File: config.mk
export PLATFORM = sky130hd
export DESIGN_NAME = jeff_181_nibble_sequencer
export DESIGN_NICKNAME = d
export VERILOG_FILES = /design/src/rtl/jeff_181_nibble_sequencer.sv
export SDC_FILE = /design/constraint.sdc
export NUM_CORES = 1
export LEC_CHECK = 0
export CAP_MARGIN = 20
export CORE_MARGIN = 5
export CORE_UTILIZATION = 50
export DETAILED_ROUTE_END_ITERATION = 6
export PLACE_DENSITY_LB_ADDON = 0.1
export SYNTH_ARGS = -nofsm -noshare
export SYNTH_HDL_FRONTEND = slang
export SYNTH_SLANG_ARGS = --single-unit
File: constraint.sdc
create_clock -name clk -period 2.9 [get_ports clk]
set_clock_uncertainty 0.15 [all_clocks]
set_input_delay 0.58 -clock clk [delete_from_list [all_inputs] [get_ports clk]]
set_output_delay 0.58 -clock clk [all_outputs]
set_load 0.02 [all_outputs]
File: src/rtl/jeff_181_nibble_sequencer.sv
`default_nettype none
// ============================================================================
// Module   : jeff_181_nibble_sequencer
// Purpose  : Runs a 4*NIB-bit operation through one external 4-bit 74x181
//            ALU slice, one nibble per clock. The carry ripples through a
//            register between nibbles, and the per-nibble A=B flags are ANDed.
// Ports    : clk, rst (sync, active-high)
//            start, a, b, s, m, ci  - operation request and operands
//            busy, done, f, co, aeqb - status and assembled result
//            alu_a/b/s/m/ci (out), alu_f/co/aeqb (in) - ALU slice interface
// Revision : 1.0 - initial release
// ============================================================================
module jeff_181_nibble_sequencer #(
    parameter int NIB = 4
) (
    input  logic             clk,
    input  logic             rst,
    input  logic             start,
    input  logic [4*NIB-1:0] a,
    input  logic [4*NIB-1:0] b,
    input  logic [3:0]       s,
    input  logic             m,
    input  logic             ci,
    output logic             busy,
    output logic             done,
    output logic [4*NIB-1:0] f,
    output logic             co,
    output logic             aeqb,
    output logic [3:0]       alu_a,
    output logic [3:0]       alu_b,
    output logic [3:0]       alu_s,
    output logic             alu_m,
    output logic             alu_ci,
    input  logic [3:0]       alu_f,
    input  logic             alu_co,
    input  logic             alu_aeqb
);

    localparam int IW = (NIB > 1) ? $clog2(NIB) : 1;

    typedef enum logic [1:0] {
        S_IDLE = 2'd0,
        S_RUN  = 2'd1,
        S_DONE = 2'd2
    } state_t;

    state_t           state_q, state_d;
    logic [IW-1:0]    cnt_q, cnt_d;
    logic [4*NIB-1:0] a_q, a_d;
    logic [4*NIB-1:0] b_q, b_d;
    logic             acc_q, acc_d;
    logic [4*NIB-1:0] f_q, f_d;
    logic             co_q, co_d;
    logic             aeqb_q, aeqb_d;
    // The ALU-side outputs are registers so they hold their last value in
    // IDLE/DONE. alu_s_q/alu_m_q double as the latched s and m, and
    // alu_ci_q is the inter-nibble carry register.
    logic [3:0]       alu_a_q, alu_a_d;
    logic [3:0]       alu_b_q, alu_b_d;
    logic [3:0]       alu_s_q, alu_s_d;
    logic             alu_m_q, alu_m_d;
    logic             alu_ci_q, alu_ci_d;

    logic [IW-1:0]    cnt_nxt;
    logic             last_nib;

    assign cnt_nxt  = cnt_q + 1'b1;
    assign last_nib = (cnt_q == IW'(NIB - 1));

    always_comb begin
        state_d  = state_q;
        cnt_d    = cnt_q;
        a_d      = a_q;
        b_d      = b_q;
        acc_d    = acc_q;
        f_d      = f_q;
        co_d     = co_q;
        aeqb_d   = aeqb_q;
        alu_a_d  = alu_a_q;
        alu_b_d  = alu_b_q;
        alu_s_d  = alu_s_q;
        alu_m_d  = alu_m_q;
        alu_ci_d = alu_ci_q;

        case (state_q)
            S_IDLE: begin
                if (start) begin
                    a_d      = a;
                    b_d      = b;
                    cnt_d    = '0;
                    acc_d    = 1'b1;
                    // Present nibble 0 straight away so the first RUN edge
                    // already captures a valid ALU result.
                    alu_a_d  = a[3:0];
                    alu_b_d  = b[3:0];
                    alu_s_d  = s;
                    alu_m_d  = m;
                    alu_ci_d = ci;
                    state_d  = S_RUN;
                end
            end

            S_RUN: begin
                for (int i = 0; i < NIB; i++) begin
                    if (cnt_q == IW'(i)) begin
                        f_d[4*i +: 4] = alu_f;
                    end
                end
                acc_d = acc_q & alu_aeqb;
                if (last_nib) begin
                    // Keep the ALU inputs frozen on the final nibble; the
                    // final carry goes to co instead.
                    co_d    = alu_co;
                    aeqb_d  = acc_q & alu_aeqb;
                    cnt_d   = '0;
                    state_d = S_DONE;
                end else begin
                    cnt_d    = cnt_nxt;
                    alu_ci_d = alu_co;
                    for (int i = 0; i < NIB; i++) begin
                        if (cnt_nxt == IW'(i)) begin
                            alu_a_d = a_q[4*i +: 4];
                            alu_b_d = b_q[4*i +: 4];
                        end
                    end
                end
            end

            S_DONE: begin
                state_d = S_IDLE;
            end

            default: begin
                state_d = S_IDLE;
            end
        endcase
    end

    always_ff @(posedge clk) begin
        if (rst) begin
            state_q  <= S_IDLE;
            cnt_q    <= '0;
            a_q      <= '0;
            b_q      <= '0;
            acc_q    <= 1'b0;
            f_q      <= '0;
            co_q     <= 1'b0;
            aeqb_q   <= 1'b0;
            alu_a_q  <= 4'h0;
            alu_b_q  <= 4'h0;
            alu_s_q  <= 4'h0;
            alu_m_q  <= 1'b0;
            alu_ci_q <= 1'b0;
        end else begin
            state_q  <= state_d;
            cnt_q    <= cnt_d;
            a_q      <= a_d;
            b_q      <= b_d;
            acc_q    <= acc_d;
            f_q      <= f_d;
            co_q     <= co_d;
            aeqb_q   <= aeqb_d;
            alu_a_q  <= alu_a_d;
            alu_b_q  <= alu_b_d;
            alu_s_q  <= alu_s_d;
            alu_m_q  <= alu_m_d;
            alu_ci_q <= alu_ci_d;
        end
    end

    assign busy   = (state_q == S_RUN);
    assign done   = (state_q == S_DONE);
    assign f      = f_q;
    assign co     = co_q;
    assign aeqb   = aeqb_q;
    assign alu_a  = alu_a_q;
    assign alu_b  = alu_b_q;
    assign alu_s  = alu_s_q;
    assign alu_m  = alu_m_q;
    assign alu_ci = alu_ci_q;

endmodule
`default_nettype wire

# Word-level counts from Yosys, hierarchy flattened
# Index checks and enable logic that the tools add are counted.
# op_classes
muxes,25
bitwise,1
eq_ne,12
n_addsub,1
n_reduce_logical,13
# op_table
operator,n
4-bit two-way mux,12
4-bit case mux with 2 select lines,2
2-bit AND reduction,7
2-bit equality test (second input constant),5
2-bit two-way mux,4
2-bit case mux with 2 select lines,2
2-bit by 1-bit equality test with 1-bit output (second input constant),3
2-bit zero test,3
5-bit by 1-bit != test with 1-bit output (second input constant),1
2-bit != test (second input constant),2
1-bit case mux with 2 select lines,2
4-bit AND reduction,1
1-bit two-way mux,3
3-bit AND reduction,1
2-bit by 1-bit adder with 2-bit output (second input constant),1
2-bit by 1-bit != test with 1-bit output (second input constant),1
2-bit nonzero test,1
1-bit AND,1
# totals
input_bits,47
out_inout_bits,34
register_bits,69

# Depth between registers and ports, before layout
# Gate-level depths: netlist of the first run.
# depth
ltp_word,8
mapped_depth,7
depth_no_buf,6

# Least setup slack after synthesis of the first run
# No wires, ideal clock.
# synth_timing
path_type,reg-to-reg
from,register cnt_q[0]
to,register alu_b_q[0] (netlist: alu_b[0])
n_path_buf,1
setup_ns,0.117
required_ns,2.633
t_arrival_ns,1.580
setup_slack_ns,1.053
path_stages_with_launch,8
path_cell_list,dfxtp_1 inv_1 ha_1 buf_6 mux2_2 mux2i_1 o21ai_0 a32o_2
# synth_between
elab_chain_len,7
word_cells_on_any_way,14
classes_between,1 x add/sub; 6 x eq/ne; 5 x mux; 2 x reduce/logical
# synth_rtl
element,line_no,text
"start, declared",48,"logic [IW-1:0] cnt_q, cnt_d;"
"start signal, assigned",156,cnt_q <= cnt_d;
2-bit by 1-bit adder with 2-bit output,67,assign cnt_nxt = cnt_q + 1'b1;
2-bit by 1-bit equality test with 1-bit output,121,if (cnt_nxt == IW'(i)) begin
4-bit two-way mux (3 in a row),121,
4-bit two-way mux,110,if (last_nib) begin
4-bit case mux with 2 select lines,85,case (state_q)
"end signal, assigned",164,alu_b_q <= alu_b_d;
"end, declared",59,"logic [3:0] alu_b_q, alu_b_d;"
# Several ways; a longest one is shown, not always the timed one. The select of a mux whose other input is x is not followed.
# A chain may end at the register's enable or synchronous reset.

# Worst setup path in the final report of the first run
# layout_timing
from,register state_q[1]
to,output port done
# layout_between
elab_chain_len,1
# layout_rtl
element,line_no,text
"start, declared",47,"state_t state_q, state_d;"
"start signal, assigned",155,state_q <= state_d;
2-bit equality test,172,assign done = (state_q == S_DONE);
"end, declared",25,"output logic done,"
# No other way between the ends.

==> run metrics, run 1 <==
Synth Instances=341; crit path max-delay cell type=clkdlybuf4s50_1; total number of vias=2573; Synth area leaders=dfxtp_1 49%, nand2_1 13%, a21oi_1 12%; status=complete, no violations; Starting Density=51.5%; Crit Path Max Fanout=5; 1st-pass router iterations=4; Worst Setup Path Type=flip-flop to output pin; Reg clk slew, reported paths=0.07 ns; die area=0.00728 sq mm; wire per inst=13.9 microns; Design Power=2.21 mW; initial antenna violation count=0; ys async rst share=0%; worst path arrival time=1.61 ns; cts repair resizes=0; DR vias/cell=5.20; Synth area leader=dfxtp_1; Post-Layout Cell Count=495; CP Data Required Time=2.17 ns; Row Count=27; Post-DP HPWL=4830 microns; Critical path buffers and inverters=1; share of cells above drive strength 1=9.93%; Fill cells=469; core outline area=0.00551 sq mm; GRT Util Overall=19.3%; dpl cell area=0.00369 sq mm; Post-Syn Area=0.00284 sq mm; worst min path class=flip-flop to flip-flop; Clock Tree Root=clkbuf_8; Clock Sink Count=69; post-layout util=70.8%; Routed Antenna Nets=0; post-synth top area share=48.7%; total grt overflow=0; Max Root-Sink Buffers=2; Worst path max stage delay=0.62 ns; Post CTS Setup Buffer Count=0; setup TNS=0 ns; top-count cell post-synth=nand2_1; 1st-iter DRT viols=86; post-layout minimum cycle time=2.34 ns; max_cap viols=0; Syn. warnings=0; diode count=0; Seq/Total Area, Yosys=48.7%; Fmax=427 MHz; hold_buf cts=0; number of global-route vias before repair=2561; Worst-Skew Late Latency=0.32 ns; wirelength, routed=6880 microns; hold_sp=alu_s[0]; pin count of the biggest net entering global routing=30; period utilization=80.8%; IO buf count=80; number of instances in the placed design=479; reg-to-reg startpoint=cnt_q[0]; Synth top cells by count=98 x nand2_1, 69 x dfxtp_1, 66 x a21oi_1, 18 x nand3_1, 12 x clkbuf_1; Post-synth EDFFs=0; Nets=469; Synthesized Nets=392; Area Growth Syn to Fin=37.3%; static leakage=1.46 nW; multi-input logic area=0.00133 sq mm; setup ws final=0.557 ns; Hold WS=0.302 ns; Die Ht=85.3 microns; Synth Flop Type=dfxtp_1; Top Ports=81; Crit. End Element=output pin; first-pass GRT wire length=11500 microns; CP top delay family=buffers and inverters; # setup viols final=0; syn_area_per_cell=8.32 sq um; total CTS buffers=9; Die Wd=85.3 microns; max-slew violation count=0; GPL Wtd Cong=0.759; register area=0.00138 sq mm; worst slew pin tran=0.736 ns; CP Launch Type=flip-flop; Crit. Startpoint=state_q[1]; Setup WS pre-CTS=0.641 ns; Netlist cell types=26; Seq cells post-synth=69; RSZ-0062 raised after global routing=false; H-tree levels=3; DRC Markers=0; CP cell instances=nor2b_1, clkdlybuf4s50_1; Final Instance Area=0.00390 sq mm; Final Hold Viols=0; CTS tree=done; worst ir drop on vdd=0.431 mV; Max-slew headroom=50.9%; PwrDens=568 mW/mm^2
[logic make-up (layout without fill, tap and decap cells)]
| logic type | after synthesis | after routing | synth area share (%) |
|---|---|---|---|
| buffers and inverters | 28 | 110 | 4.72 |
| multiplexers | 16 | 16 | 6.00 |
| AO/OA/AOI/OAI | 86 | 86 | 17.3 |
| AND/OR/NAND/NOR | 138 | 138 | 21.5 |
| adder cells (fa/ha/maj) | 4 | 4 | 1.76 |
| flip-flops | 69 | 69 | 48.7 |
[flip-flops by register name, indices dropped and copies added (netlist names), 2 cells and up]
name / flops
alu_b: 4
cnt_q: 2
a_q: 16
state_q: 2
f: 16
alu_a: 4
b_q: 16
alu_s: 4
[metal layers]
metal / share of wire (%) / GRT usage, %
met1: 46 / 24.4
met2: 47 / 32.2
met3: 5.7 / 4.95
met4: 1.4 / 6.19
met5: 0 / 0
[worst reg2reg max path, stage by stage (launching register included)]
cell and delay [ns]:
dfxtp_1 0.33, inv_1 0.12, ha_1 0.65, mux2_2 0.41
mux2i_1 0.12, o21ai_0 0.09, a32o_2 0.27
[layout make-up]
cell class | instances | area share (%)
Clock buffer | 11 | 3.37
Timing Repair Buffer | 91 | 22.5
Clock inverter | 5 | 1.93
Tap cell | 72 | 2.31
Sequential cell | 69 | 35.5
Inverter | 3 | 0.289
Multi-Input combinational cell | 244 | 34.1
[path summary, 6_finish.rpt]
| kind | endpoint | slack (ns) | cells past startpoint |
|---|---|---|---|
| worst min register to register | alu_s[0] | 0.30 | 2 |
| worst min-delay path | alu_s[0] | 0.30 | 2 |
| worst max-delay path | done | 0.56 | 2 |
| worst max register to register | alu_a[1] | 0.65 | 6 |
[placed cells by master, fill, tap and decap left out, drive strengths merged]
master and instances:
nor3 3, nand2b 9, a21oi 67, nand4 1, nor3b 3, nor2 5
dfxtp 69, nor2b 1, clkinv 3, clkbuf 11, o21ai 9, clkdlybuf4s50 79
mux2i 8, bufinv 2, nand2 98, ha 4, a32o 8, mux2 8
o32ai 1, o31ai 1, buf 12, inv 3, nand3 18
[report_power, final]
| part | internal, mW | total (mW) | switching, mW | leakage [nW] |
|---|---|---|---|---|
| logic | 0.179 | 0.362 | 0.184 | 0.783 |
| clock network | 0.481 | 0.819 | 0.338 | 0.107 |
| registers | 1.00 | 1.03 | 0.0301 | 0.565 |
| total | 1.66 | 2.21 | 0.552 | 1.46 |
(Power assumes the default switching activity.)
==> run 2, diff against run 1 <==
Settings changed: CORE_UTILIZATION 50 to 47.
Clock period 2.9 ns to 2.4 ns, I/O delays scaled along.
==> run metrics, run 2 (synthesized netlist as in run 1, its figures left out) <==
1st-iter DRT viols=100 (+16%); GRT Util Overall=18.9% (-0.38 points); NetSw=0.647 mW (+17%); worst slew pin tran=0.669 ns (-0.0667 ns); Fmax=448 MHz; total CTS buffers=9 (unchanged); static leakage=1.43 nW (-1.7%); core outline area=0.00589 sq mm (+6.9%); wire per inst=14.1 microns (+1.6%); 1st-pass router iterations=4 (unchanged); H-tree levels=3 (unchanged); Die Ht=87.7 microns (+2.8%); Combinational Power Share=17.4% (+1.0 points); share of cells above drive strength 1=9.03% (-0.90 points); worst ir drop on vdd=0.425 mV (-1.2%); period utilization=92.9%; post-layout minimum cycle time=2.23 ns; Clock Tree Root=clkbuf_8; Final Hold Viols=0 (unchanged); Worst-Skew Late Latency=0.33 ns (about the same); Post CTS Setup Buffer Count=0 (unchanged); DR vias/cell=5.15 (-0.90%); number of global-route vias before repair=2466 (-3.7%); P_int=1.86 mW (+12%); Reg clk slew, reported paths=0.06 ns (about the same); Worst Setup Path Type=flip-flop to output pin; PwrDens=649 mW/mm^2 (+14%); FF-to-FF path depth=6 (unchanged); multi-input logic area=0.00133 sq mm (unchanged); Crit. End Element=output pin; CP Data Required Time=1.77 ns (-0.40 ns); Top Ports=81 (unchanged); GPL Wtd Cong=0.703 (-7.4%); worst min path class=flip-flop to flip-flop; Routed Antenna Nets=0 (unchanged); Setup WS pre-CTS=0.211 ns (-0.430 ns); Max Root-Sink Buffers=2 (unchanged); switching share of power=25.8% (+0.89 points); pin count of the biggest net entering global routing=44 (+47%); worst path arrival time=1.60 ns (about the same); DRC Markers=0 (unchanged); setup ws final=0.169 ns (-0.388 ns); Reg2Reg Setup Slack=0.21 ns (-0.44 ns); max_cap viols=0 (unchanged); Die Wd=87.7 microns (+2.8%); Area Growth Syn to Fin=36.1%; RSZ-0062 raised after global routing=false; Post-DP HPWL=4870 microns (+0.91%); total grt overflow=0 (unchanged); Max-slew headroom=55.4% (+4.4 points); register area=0.00138 sq mm (unchanged); # setup viols final=0 (unchanged); IO buf count=80 (unchanged); cts repair resizes=0 (unchanged); Crit Path Max Fanout=5 (unchanged); clock power share=32.8% (-4.2 points); die area=0.00769 sq mm (+5.6%); diode count=0 (unchanged); most common cell after layout, fill and taps aside=nand2_1; setup TNS=0 ns (unchanged); initial antenna violation count=0 (unchanged); max-slew violation count=0 (unchanged); RR Endpoint=alu_a[1]; reg-to-reg startpoint=cnt_q[0]; most frequent cells in the layout=98 x nand2_1, 79 x clkdlybuf4s50_1, 69 x dfxtp_1, 66 x a21oi_1, 18 x nand3_1; wirelength, routed=7010 microns (+1.8%); Clock Sink Count=69 (unchanged); Crit. Startpoint=state_q[1]; Starting Density=48.2% (-3.3 points); Nets=467 (-0.43%); Row Count=28 (+3.7%); status=complete, no violations; critical path endpoint=busy; Fill cells=526 (+12%); hold_buf cts=0 (unchanged); CTS tree=done; total number of vias=2555 (-0.70%); Sequential Power Share=49.8% (+3.2 points); first-pass GRT wire length=11400 microns (-0.49%); CP Launch Type=flip-flop
run 2: final cells by class:
class / count / share of cell area [%]
sequential: 69 / 35.8
inverter: 3 / 0.292
multi-input combinational: 244 / 34.4
clock inverter: 1 / 0.130
tap: 75 / 2.43
timing repair buffer: 89 / 22.7
clock buffer: 15 / 4.31
run 2: through the flow:
step                cell area, sq um  hold slack, ns  instances  utilization, %  total power [mW]
finish                          3860           0.303        496            65.6              2.51
global route                    3860           0.323        496            65.6              2.63
CTS                             3860           0.305        496            65.6              2.53
detailed placement              3690           0.295        480            62.7              1.71
global placement                3690           0.291        480            62.7              1.71
floorplan                       2840           0.282        341               -              1.52
run 2: how the worst min path moves through the flow:
stage	to	from	depth (start not counted)
2_1_floorplan	a_q[3]	a_q[3]	2
3_3_place_gp	alu_s[2]	alu_s[2]	2
3_5_place_dp	b_q[0]	b_q[0]	2
4_1_cts	alu_s[1]	alu_s[1]	2
5_1_grt	alu_s[2]	alu_s[2]	2
6_report	co	co	2
run 2: power by group through the flow:
stage	Sequential (mW)	Combinational, mW	Clock, mW
final	1.25	0.437	0.822
after global placement	1.27	0.434	0
after CTS	1.25	0.443	0.842
after global routing	1.26	0.478	0.898
after floorplan	1.30	0.217	0
after detailed placement	1.27	0.441	0
run 2: critical path, cell delays in order, from the launching register on:
cell	delay, ns
dfxtp_1	0.38
nand2b_1	0.19
inv_1	0.09
clkdlybuf4s50_1	0.61
run 2: per-layer routing:
layer	vias up	part of all wire [%]	wire [microns]	GRT usage (%)
li1	1310	-	-	-
met2	61	45	3180	30.5
met1	1172	47	3290	24.0
met4	0	2.1	150	9.34
met5	-	0	0	0
met3	12	5.4	380	4.05
==> run 3, diff against run 2 <==
Settings changed: CORE_ASPECT_RATIO set to 1.25.
Clock period 2.4 ns to 2.3 ns, I/O delays scaled along.
==> run metrics, run 3 (synthesized netlist as in run 1, its figures left out) <==
status=complete, no violations; worst path arrival time=1.61 ns (about the same); CP top delay family=buffers and inverters; total CTS buffers=9 (unchanged); pin count of the biggest net entering global routing=41 (-6.8%); worst ir drop on vdd=0.432 mV (+1.5%); Final Hold Viols=0 (unchanged); CP cell instances=nand2b_1, inv_1, clkdlybuf4s50_1; Reg2Reg Setup Slack=0.30 ns (+0.09 ns); Clock Tree Root=clkbuf_8; DR vias/cell=5.33 (+3.4%); Crit. End Element=output pin; Clock Sink Count=69 (unchanged); Starting Density=48.8% (+0.56 points); CP Launch Type=flip-flop; Top Ports=81 (unchanged); core outline area=0.00582 sq mm (-1.1%); worst slew pin tran=0.457 ns (-0.212 ns); first-pass GRT wire length=12200 microns (+7.4%); Design Power=2.88 mW (+15%); total grt overflow=0 (unchanged); Max Root-Sink Buffers=2 (unchanged); Post-DP HPWL=4890 microns (+0.39%); post-layout util=67.3% (+1.7 points); Worst Setup Path Type=flip-flop to output pin; Worst-Skew Late Latency=0.34 ns (about the same); total number of vias=2600 (+1.8%); Reg clk slew, reported paths=0.07 ns (about the same); max_cap viols=0 (unchanged); diode count=0 (unchanged); most common cell after layout, fill and taps aside=nand2_1; Hold WS=0.302 ns (-0.00134 ns); GPL Wtd Cong=0.764 (+8.7%); CP Data Required Time=1.69 ns (-0.08 ns); RSZ-0062 raised after global routing=false; period utilization=96.4%; worst min path class=flip-flop to flip-flop; number of global-route vias before repair=2579 (+4.6%); most frequent cells in the layout=98 x nand2_1, 79 x clkdlybuf4s50_1, 69 x dfxtp_1, 66 x a21oi_1, 18 x nand3_1; setup TNS=0 ns (unchanged); # setup viols final=0 (unchanged); initial antenna violation count=0 (unchanged); PwrDens=735 mW/mm^2 (+13%); Area Growth Syn to Fin=38.0%; Worst path max stage delay=0.60 ns (about the same); Row Count=31 (+11%); GRT Util Overall=19.9% (+0.96 points); IO buf count=80 (unchanged); CTS tree=done; max-slew violation count=0 (unchanged); Die Wd=79.5 microns (-9.4%); crit path max-delay cell type=clkdlybuf4s50_1; Routed Antenna Nets=0 (unchanged); Critical path buffers and inverters=2 (unchanged); hold_buf cts=0 (unchanged); Fmax=451 MHz; Max-slew headroom=69.5% (+14 points); 1st-iter DRT viols=127 (+27%); share of cells above drive strength 1=10.2% (+1.2 points); Crit Path Max Fanout=5 (unchanged); Die Ht=96.9 microns (+10%); wirelength, routed=7250 microns (+3.5%); post-layout minimum cycle time=2.22 ns; H-tree levels=3 (unchanged); Nets=468 (+0.21%); 1st-pass router iterations=4 (unchanged); wire per inst=14.9 microns (+5.2%); DRC Markers=0 (unchanged); static leakage=1.46 nW (+2.3%); die area=0.00770 sq mm (+0.13%)
-- run 3: layout make-up --
class,instances,area [sq um]
well taps,66,82.6
multi-input cells,244,1330
clock buffers,12,155
flip-flops and latches,69,1380
repair buffers,90,883
inverters,3,11.3
clock inverters,4,70.1
fillers,528,1900
-- run 3: routing by layer --
| layer | global-route usage (%) | vias up | share of wire, % |
|---|---|---|---|
| met5 | 0 | - | 0 |
| met2 | 32.1 | 80 | 48 |
| met1 | 25.2 | 1204 | 44 |
| met3 | 4.55 | 12 | 6.5 |
| li1 | - | 1304 | - |
| met4 | 8.33 | 0 | 1.6 |
-- run 3: timing repair --
action,CTS,global route
setup endpoints to repair,0,5
gates resized for setup,0,1
buffers inserted,0,0
-- run 3: metrics by stage --
step / std cells / setup slack (ns) / cell area [sq um]
floorplan: 341 / 0.453 / 2840
global placement: 472 / 0.216 / 3690
detailed placement: 472 / 0.131 / 3690
CTS: 488 / 0.0578 / 3910
global route: 488 / 0.00360 / 3920
finish: 488 / 0.0836 / 3920
-- run 3: worst paths after layout --
check | depth (start not counted) | start | endpoint
hold / removal | 2 | f[4] | f[4]
setup reg to reg | 6 | cnt_q[0] | alu_b[0]
hold reg to reg | 2 | f[4] | f[4]
setup / recovery | 3 | state_q[1] | busy
-- run 3: worst register-to-register path, stage by stage, from the launching register on --
cell and delay, ns:
dfxtp_1 0.34, inv_1 0.12, ha_2 0.42, mux2_2 0.38, mux2i_1 0.12, o21ai_0 0.09, a32o_2 0.27
-- run 3: power breakdown --
| group | leakage (nW) | internal (mW) | total, mW | switching, mW |
|---|---|---|---|---|
| Combinational | 0.782 | 0.226 | 0.457 | 0.231 |
| Sequential | 0.565 | 1.26 | 1.30 | 0.0417 |
| Clock | 0.116 | 0.667 | 1.11 | 0.447 |
| Total | 1.46 | 2.16 | 2.88 | 0.720 |
